**config.mk**
```make
export PLATFORM = sky130hd
export DESIGN_NAME = bsearch_cmp_ctrl
export DESIGN_NICKNAME = d
export VERILOG_FILES = /design/src/rtl/bsearch_cmp_ctrl_pkg.sv /design/src/rtl/bsearch_cmp_ctrl.sv
export SDC_FILE = /design/constraint.sdc
export NUM_CORES = 1
export LEC_CHECK = 0
export CAP_MARGIN = 30
export CORE_ASPECT_RATIO = 0.5
export CORE_MARGIN = 1.5
export CORE_UTILIZATION = 45
export DETAILED_ROUTE_END_ITERATION = 10
export PLACE_DENSITY = 0.71
export SLEW_MARGIN = 10
export SYNTH_ARGS = -nofsm -noshare
export SYNTH_HDL_FRONTEND = slang
export SYNTH_SLANG_ARGS = --single-unit
```
**constraint.sdc**
```tcl
create_clock -name clk -period 12.91 [get_ports clk]
set_input_delay 1.291 -clock clk [delete_from_list [all_inputs] [get_ports clk]]
set_output_delay 1.291 -clock clk [all_outputs]
set_load 0.05 [all_outputs]
```
**src/rtl/bsearch_cmp_ctrl_pkg.sv**
```systemverilog
// Shared types and constants for the binary-search comparator initiator.
// Holds the FSM state encoding and the {l,e,h} flag-decode constants.
package bsearch_cmp_ctrl_pkg;

    typedef enum logic [1:0] {
        IDLE  = 2'd0,
        CALC  = 2'd1,
        PROBE = 2'd2,
        DONE  = 2'd3
    } state_t;

    // Legal one-hot {l,e,h} responses; every other value is illegal.
    localparam logic [2:0] FLAG_L = 3'b100;
    localparam logic [2:0] FLAG_E = 3'b010;
    localparam logic [2:0] FLAG_H = 3'b001;

endpackage

```
**src/rtl/bsearch_cmp_ctrl.sv**
```systemverilog
// Binary-search initiator facing an N-bit magnitude comparator.
// Narrows the inclusive range [lo_in, hi_in] by probing midpoints and
// consuming the comparator's less/equal/greater flags.
// Ports:
//   clk, rst            clock, synchronous active-high reset
//   start, lo_in, hi_in search request and inclusive bounds (IDLE only)
//   probe, probe_vld    operand offered to the comparator
//   cmp_vld, l, e, h    comparator response (probe <, ==, > target)
//   busy, done          activity level and one-cycle end-of-search pulse
//   found, err, result  search outcome, held until the next start
//   iters               compares consumed, held until the next start
module bsearch_cmp_ctrl
    import bsearch_cmp_ctrl_pkg::*;
#(
    parameter int unsigned N  = 32,
    parameter int unsigned CW = 6
) (
    input  logic          clk,
    input  logic          rst,
    input  logic          start,
    input  logic [N-1:0]  lo_in,
    input  logic [N-1:0]  hi_in,
    output logic [N-1:0]  probe,
    output logic          probe_vld,
    input  logic          cmp_vld,
    input  logic          l,
    input  logic          e,
    input  logic          h,
    output logic          busy,
    output logic          done,
    output logic          found,
    output logic          err,
    output logic [N-1:0]  result,
    output logic [CW-1:0] iters
);

    state_t        state;
    state_t        state_nx;
    logic [N-1:0]  lo_q;
    logic [N-1:0]  hi_q;
    logic [N-1:0]  mid_q;
    logic [2:0]    flags_c;
    logic          busy_nx;
    logic          probe_vld_nx;
    logic          done_nx;

    assign flags_c = {l, e, h};
    assign probe   = mid_q;

    // State register plus registered status outputs aligned with the state.
    always_ff @(posedge clk) begin
        if (rst) begin
            state     <= IDLE;
            busy      <= 1'b0;
            probe_vld <= 1'b0;
            done      <= 1'b0;
        end else begin
            state     <= state_nx;
            busy      <= busy_nx;
            probe_vld <= probe_vld_nx;
            done      <= done_nx;
        end
    end

    // Next-state logic; bound checks stop the search before mid+1 / mid-1 wrap.
    always_comb begin
        state_nx = state;
        case (state)
            IDLE: begin
                if (start) begin
                    state_nx = (lo_in > hi_in) ? DONE : CALC;
                end
            end
            CALC: state_nx = PROBE;
            PROBE: begin
                if (cmp_vld) begin
                    case (flags_c)
                        FLAG_E:  state_nx = DONE;
                        FLAG_L:  state_nx = (mid_q == hi_q) ? DONE : CALC;
                        FLAG_H:  state_nx = (mid_q == lo_q) ? DONE : CALC;
                        default: state_nx = DONE;
                    endcase
                end
            end
            DONE:    state_nx = IDLE;
            default: state_nx = IDLE;
        endcase
    end

    // Status outputs decoded from the upcoming state, then registered above.
    always_comb begin
        busy_nx      = 1'b0;
        probe_vld_nx = 1'b0;
        done_nx      = 1'b0;
        case (state_nx)
            CALC:  busy_nx = 1'b1;
            PROBE: begin
                busy_nx      = 1'b1;
                probe_vld_nx = 1'b1;
            end
            DONE: begin
                busy_nx = 1'b1;
                done_nx = 1'b1;
            end
            default: ;
        endcase
    end

    // Search datapath: bounds, midpoint and held results.
    always_ff @(posedge clk) begin
        if (rst) begin
            lo_q   <= '0;
            hi_q   <= '0;
            mid_q  <= '0;
            found  <= 1'b0;
            err    <= 1'b0;
            result <= '0;
            iters  <= '0;
        end else begin
            case (state)
                IDLE: begin
                    if (start) begin
                        lo_q   <= lo_in;
                        hi_q   <= hi_in;
                        found  <= 1'b0;
                        err    <= 1'b0;
                        result <= '0;
                        iters  <= '0;
                    end
                end
                CALC: begin
                    // Offset form keeps the sum inside N bits.
                    mid_q <= lo_q + ((hi_q - lo_q) >> 1);
                end
                PROBE: begin
                    if (cmp_vld) begin
                        iters <= iters + CW'(1);
                        case (flags_c)
                            FLAG_E: begin
                                found  <= 1'b1;
                                result <= mid_q;
                            end
                            FLAG_L: begin
                                if (mid_q != hi_q) lo_q <= mid_q + N'(1);
                            end
                            FLAG_H: begin
                                if (mid_q != lo_q) hi_q <= mid_q - N'(1);
                            end
                            default: begin
                                err   <= 1'b1;
                                found <= 1'b0;
                            end
                        endcase
                    end
                end
                default: ;
            endcase
        end
    end

endmodule

```
# Word level (Yosys, flattened, before mapping)
# Cells that the tools add are included.
# Widths: inputs -> output; s select.
# totals
regBits,141
# classes
addsub,5
n_lt_le_gt_ge,1
eq_ne,22
muxes,34
n_reduce_logical,11
# op_table
op,count
$mux 32,11
$pmux 32 s2,3
$eq 32x32->1,2
$ne 32x32->1,2
$add 32x1->32 const B,1
$add 32x31->32,1
$gt 32x32->1,1
$sub 32x1->32 const B,1
$sub 32x32->32,1
$ne 2x2->1 const B,7
$mux 6,2
$pmux 6 s2,1
$reduce_and 4->1,3
$mux 2,5
$reduce_and 5->1,2
$eq 2x2->1 const B,4
$pmux 2 s4,1
$mux 1,7
$add 6x1->6 const B,1
$pmux 1 s2,3
$reduce_or 3->1,2
$eq 2x1->1 const B,2
$ne 2x1->1 const B,2
$pmux 2 s2,1
other kinds (7),7

# Depth between registers and ports, before layout
# depth
depth_word,8
mapped_depth,23
ltp_nobuf,23

# Worst setup path before layout
# OpenSTA, ideal clock, no wires.
# synth_timing
path_kind,reg-to-reg
from,register lo_q[8]
to,"register mid_q[31], in the netlist probe[31]"
setup_time_ps,78
arrival_time_ps,4820
required_ps,12832
slack_ps,8013
stages_incl_launch_ff,24
path_buffers,0
synth_period_minus_slack_ps,4897
cell_sequence,dfxtp_1 -> inv_1 -> ha_1 -> a21o_1 -> a21o_1 -> a21oi_1 -> a21bo_2 -> o211ai_1 -> a21oi_1 -> o21ai_0 -> a21o_1 -> a21oi_1 -> xnor2_1 -> ha_1 -> a21o_1 -> a21o_1 -> a2111o_1 -> a311o_1 -> a31oi_2 -> o21ai_1 -> o32ai_1 -> mux2i_1 -> a21oi_1 -> nor3_1
# synth_between
elab_chain_len,2
# synth_rtl
item,line_no,text
from (decl),bsearch_cmp_ctrl.sv:39,logic [N-1:0] lo_q;
from (signal assigned),bsearch_cmp_ctrl.sv:123,lo_q <= lo_in;
from (signal assigned),bsearch_cmp_ctrl.sv:144,if (mid_q != hi_q) lo_q <= mid_q + N'(1);
$sub 32x32->32,bsearch_cmp_ctrl.sv:133,mid_q <= lo_q + ((hi_q - lo_q) >> 1);
$add 32x31->32 (*),bsearch_cmp_ctrl.sv:133,
to (signal assigned),bsearch_cmp_ctrl.sv:133,
to (decl),bsearch_cmp_ctrl.sv:41,logic [N-1:0] mid_q;
# Every way passes the cells marked *; elsewhere a longest branch is shown, timed or not.
# A chain may end at the register's enable or synchronous reset.

# Worst setup path after layout
# layout_timing
from,register lo_q[1]
to,"register mid_q[31], in the netlist probe[31]"
# Same word-level chain as after synthesis.

==> impl_results.md <==
- Die H: 115 µm
- # fillers: about 2300
- Slowest CP cell: o32ai_1
- Hold_buf cts: 0
- Setup Crit Path Kind: register to register
- CP endpoint kind: register
- Register area: ~0.0028 mm²
- Most common flop cell mapped by yosys: dfxtp_1
- R2R cell count: 23
- Maximum capacitance violations: 0
- Post-synth EDFFs: 0
- Routed WL: 40600 µm
- Vias: approximately 11000
- Diode count: 0
- Most common cell in the netlist: nand2_1
- Post-route setup TNS: 0 ns
- Req. time, crit path: between 10 and 15 ns
- Vias per cell: 5.92
- Chip width: between 200 and 250 µm
- CP max stage delay: 0.52 ns
- Synth async-reset ratio: 0%
- P per Cell Area: around 200 mW/mm²
- Max Freq: around 170 MHz
- Clock skew: between 0.009 and 0.01 ns
- Synth area leader: dfxtp_1
- DRC: 0
- Critical Path Start Type: register
- Unrepaired setup endpoints after global routing: false
- Worst Tran Pin Value: around 1.0 ns
- Ports: roughly 150
- Multi-input logic area: just under 0.008 mm²
- NumNets Final: roughly 1800
- Final Wtd Congestion: ~0.95
- # rows: 40
- Gr usage total: a little under a third
- Clock Latency Late Sink: 0.45 ns
- Vias in the first global route: 10500
- Setup Buffers After CTS: 0
- Global-route wire length before repair: about 62000 µm
- Slew headroom: roughly a third
- Area Overhead vs Synth: 19.6%
- Largest net degree at the start of global routing: 86
- Clk sinks: between 100 and 150
- Starting Density: 46.7%
- CP max FO: 4
- Initial antenna violation count: 0
- Minimum clock period: 5.78 ns
- Post-synth top area share: 24.8%
- Port-buffer cells: between 100 and 150
- Wire length per cell: 21.0 µm
- Ratio of cells with drive above 1 in the final layout: between 4 and 5%
- Cell repeated most along the worst path: a21oi_1
- DP HPWL: between 30000 and 40000 µm
- Leakage: 0.00553 µW
- Clk pin slew, worst setup/hold paths: approximately 0.06 ns
- Core outline area: between 0.02 and 0.025 mm²
- CP Data Arrival Time: around 6 ns
- Syn Inst Count: around 1500
- Post-CTS Resized: 0
- Synth cell count leaders: nand2_1, a21oi_1, nor2_1
- Final hold vios: 0
- Clk buf depth: 2
- Status: complete, no violations
- Full die area: 0.0263 mm²
- Inst Count DP: 1903
- CTS tree: done
- Fin. max-slew vios: 0
- Non-Filler Instances: about 1900
- Hold Crit Class: register to register
- Final ANT Viol Nets: 0
- Mapped Nets: 1675
- Netlist Area Pre-Place: between 0.01 and 0.015 mm²
- Fraction of the yosys area taken by sequential cells: around a quarter
- Ranking of synthesized cells by area: dfxtp_1, ha_1, xnor2_1, a21oi_1, nand2_1
- Worst hold stages: 2
- Setup-failing EPs final: 0
- Yosys warning count: 0
- GRT overflow: 0
- Worst VDD drop: just over 100 µV
- Tcrit/Tclk final: between 40 and 50%
- CTS HTree Levels: 4
- Synthesis-stage register bit count: ~140
- DR iter-0 viols: ~1200
- Drt pass-1 iters: 5
- Library cells used by synthesis: 64
- Mapped Avg Cell Area: 7.56 µm²
- Root buf cell: clkbuf_16
- Crit-path cells: inv_1, fa_1, a21oi_1, o21ai_0, a21oi_1, nor2b_1, o21ai_1, nor2_1, o21ai_0, nand2b_1, a21boi_0, xnor2_1, ha_1, a21o_1, a21o_1, a2111o_1, a311o_1, a31oi_2, o21ai_1, o32ai_1, mux2i_1, a21oi_1, nor3_1
- Num CTS Buffers: 17
==> power breakdown <==
| group | total, µW | switching, µW | leakage (µW) | internal (µW) |
|---|---|---|---|---|
| Combinational | 1540 | 918 | 0.00409 | 618 |
| Clock | 519 | 214 | 0.000287 | 305 |
| Sequential | 613 | 129 | 0.00115 | 484 |
| Total | 2670 | 1260 | 0.00553 | 1410 |
==> worst paths after layout <==
path | endpoint | slack (ns) | startpoint
max | probe[31]$_SDFFE_PP0P_ | 7.13 | lo_q[1]$_SDFFE_PP0P_
min | probe[16]$_SDFFE_PP0P_ | 0.45 | probe[16]$_SDFFE_PP0P_
max reg2reg | probe[31]$_SDFFE_PP0P_ | 7.13 | lo_q[1]$_SDFFE_PP0P_
min reg2reg | probe[16]$_SDFFE_PP0P_ | 0.45 | probe[16]$_SDFFE_PP0P_
==> kinds of logic (layout without fill, tap and decap cells) <==
kind of cell    after synthesis  in the layout  synth area share, %
simple gates                516            516                 21.6
xor+xnor                    174            174                 13.4
fa+ha+maj                    99             99                 11.0
mux                           7              7                0.616
buf+inv                     176            270                 6.02
flops                       141            141                 24.8
compound gates              392            392                 22.5
==> critical path, delay by kind of cell (launching register included) <==
| kind | cells | cell delay (ns) |
|---|---|---|
| compound gates | 14 | 3.62 |
| fa+ha+maj | 2 | 0.70 |
| simple gates | 4 | 0.49 |
| flops | 1 | 0.42 |
| mux | 1 | 0.24 |
| buf+inv | 1 | 0.12 |
| xor+xnor | 1 | 0.11 |
==> per-layer routing <==
| layer | wire [µm] | up-vias | GRT usage, % |
|---|---|---|---|
| met4 | 1150 | 0 | 11.2 |
| met2 | 16100 | 488 | 43.3 |
| met1 | 19400 | 5453 | 44.4 |
| met3 | 4010 | 62 | 8.76 |
| li1 | - | 5448 | - |
| met5 | 0 | - | 0 |
==> cells in the final DEF, fill, tap and decap left out, types with 11 or more instances in the layout <==
master and instances:
xnor2_1 101, ha_1 97, buf_4 14, nor2_1 146
clkbuf_16 17, a21oi_1 154, o221ai_1 23, a211oi_1 11
xor2_1 73, dfxtp_1 141, and3_1 11, nor3_1 25
nand4_1 38, a22oi_1 29, inv_1 80, and2_1 11
a211o_1 29, clkdlybuf4s50_1 144, nand2b_1 14, a21o_1 41
nand2_1 177, a31oi_1 11, nand3_1 29, o21ai_0 38
==> sequential cells by signal, indices dropped and copies added (netlist names), 2 cells and up <==
signal and flops:
iters 6, result 32, probe 32, hi_q 32
lo_q 32, state 2
==> metrics by stage <==
| step | total power [µW] | utilization, % | setup slack [ns] | area, µm² | hold WS [ns] |
|---|---|---|---|---|---|
| after global placement | 2100 | 53.3 | 7.39 | 13000 | 0.443 |
| after global routing | 2830 | 55.8 | 6.71 | 13600 | 0.486 |
| after detailed placement | 2110 | 53.3 | 7.30 | 13000 | 0.446 |
| after floorplan | 1690 | - | 8.01 | 11400 | 0.460 |
| final | 2670 | 55.8 | 7.13 | 13600 | 0.450 |
| after CTS | 2640 | 55.8 | 7.25 | 13600 | 0.455 |
==> layout make-up <==
cell class,count,share of cell area [%]
multi-input combinational,1188,58.2
sequential,141,20.8
inverter,80,2.21
timing repair buffer,158,11.4
clock buffer,19,3.18
tap,336,3.09
clock inverter,13,1.23
Note: power is estimated with default switching activity, not from simulation.
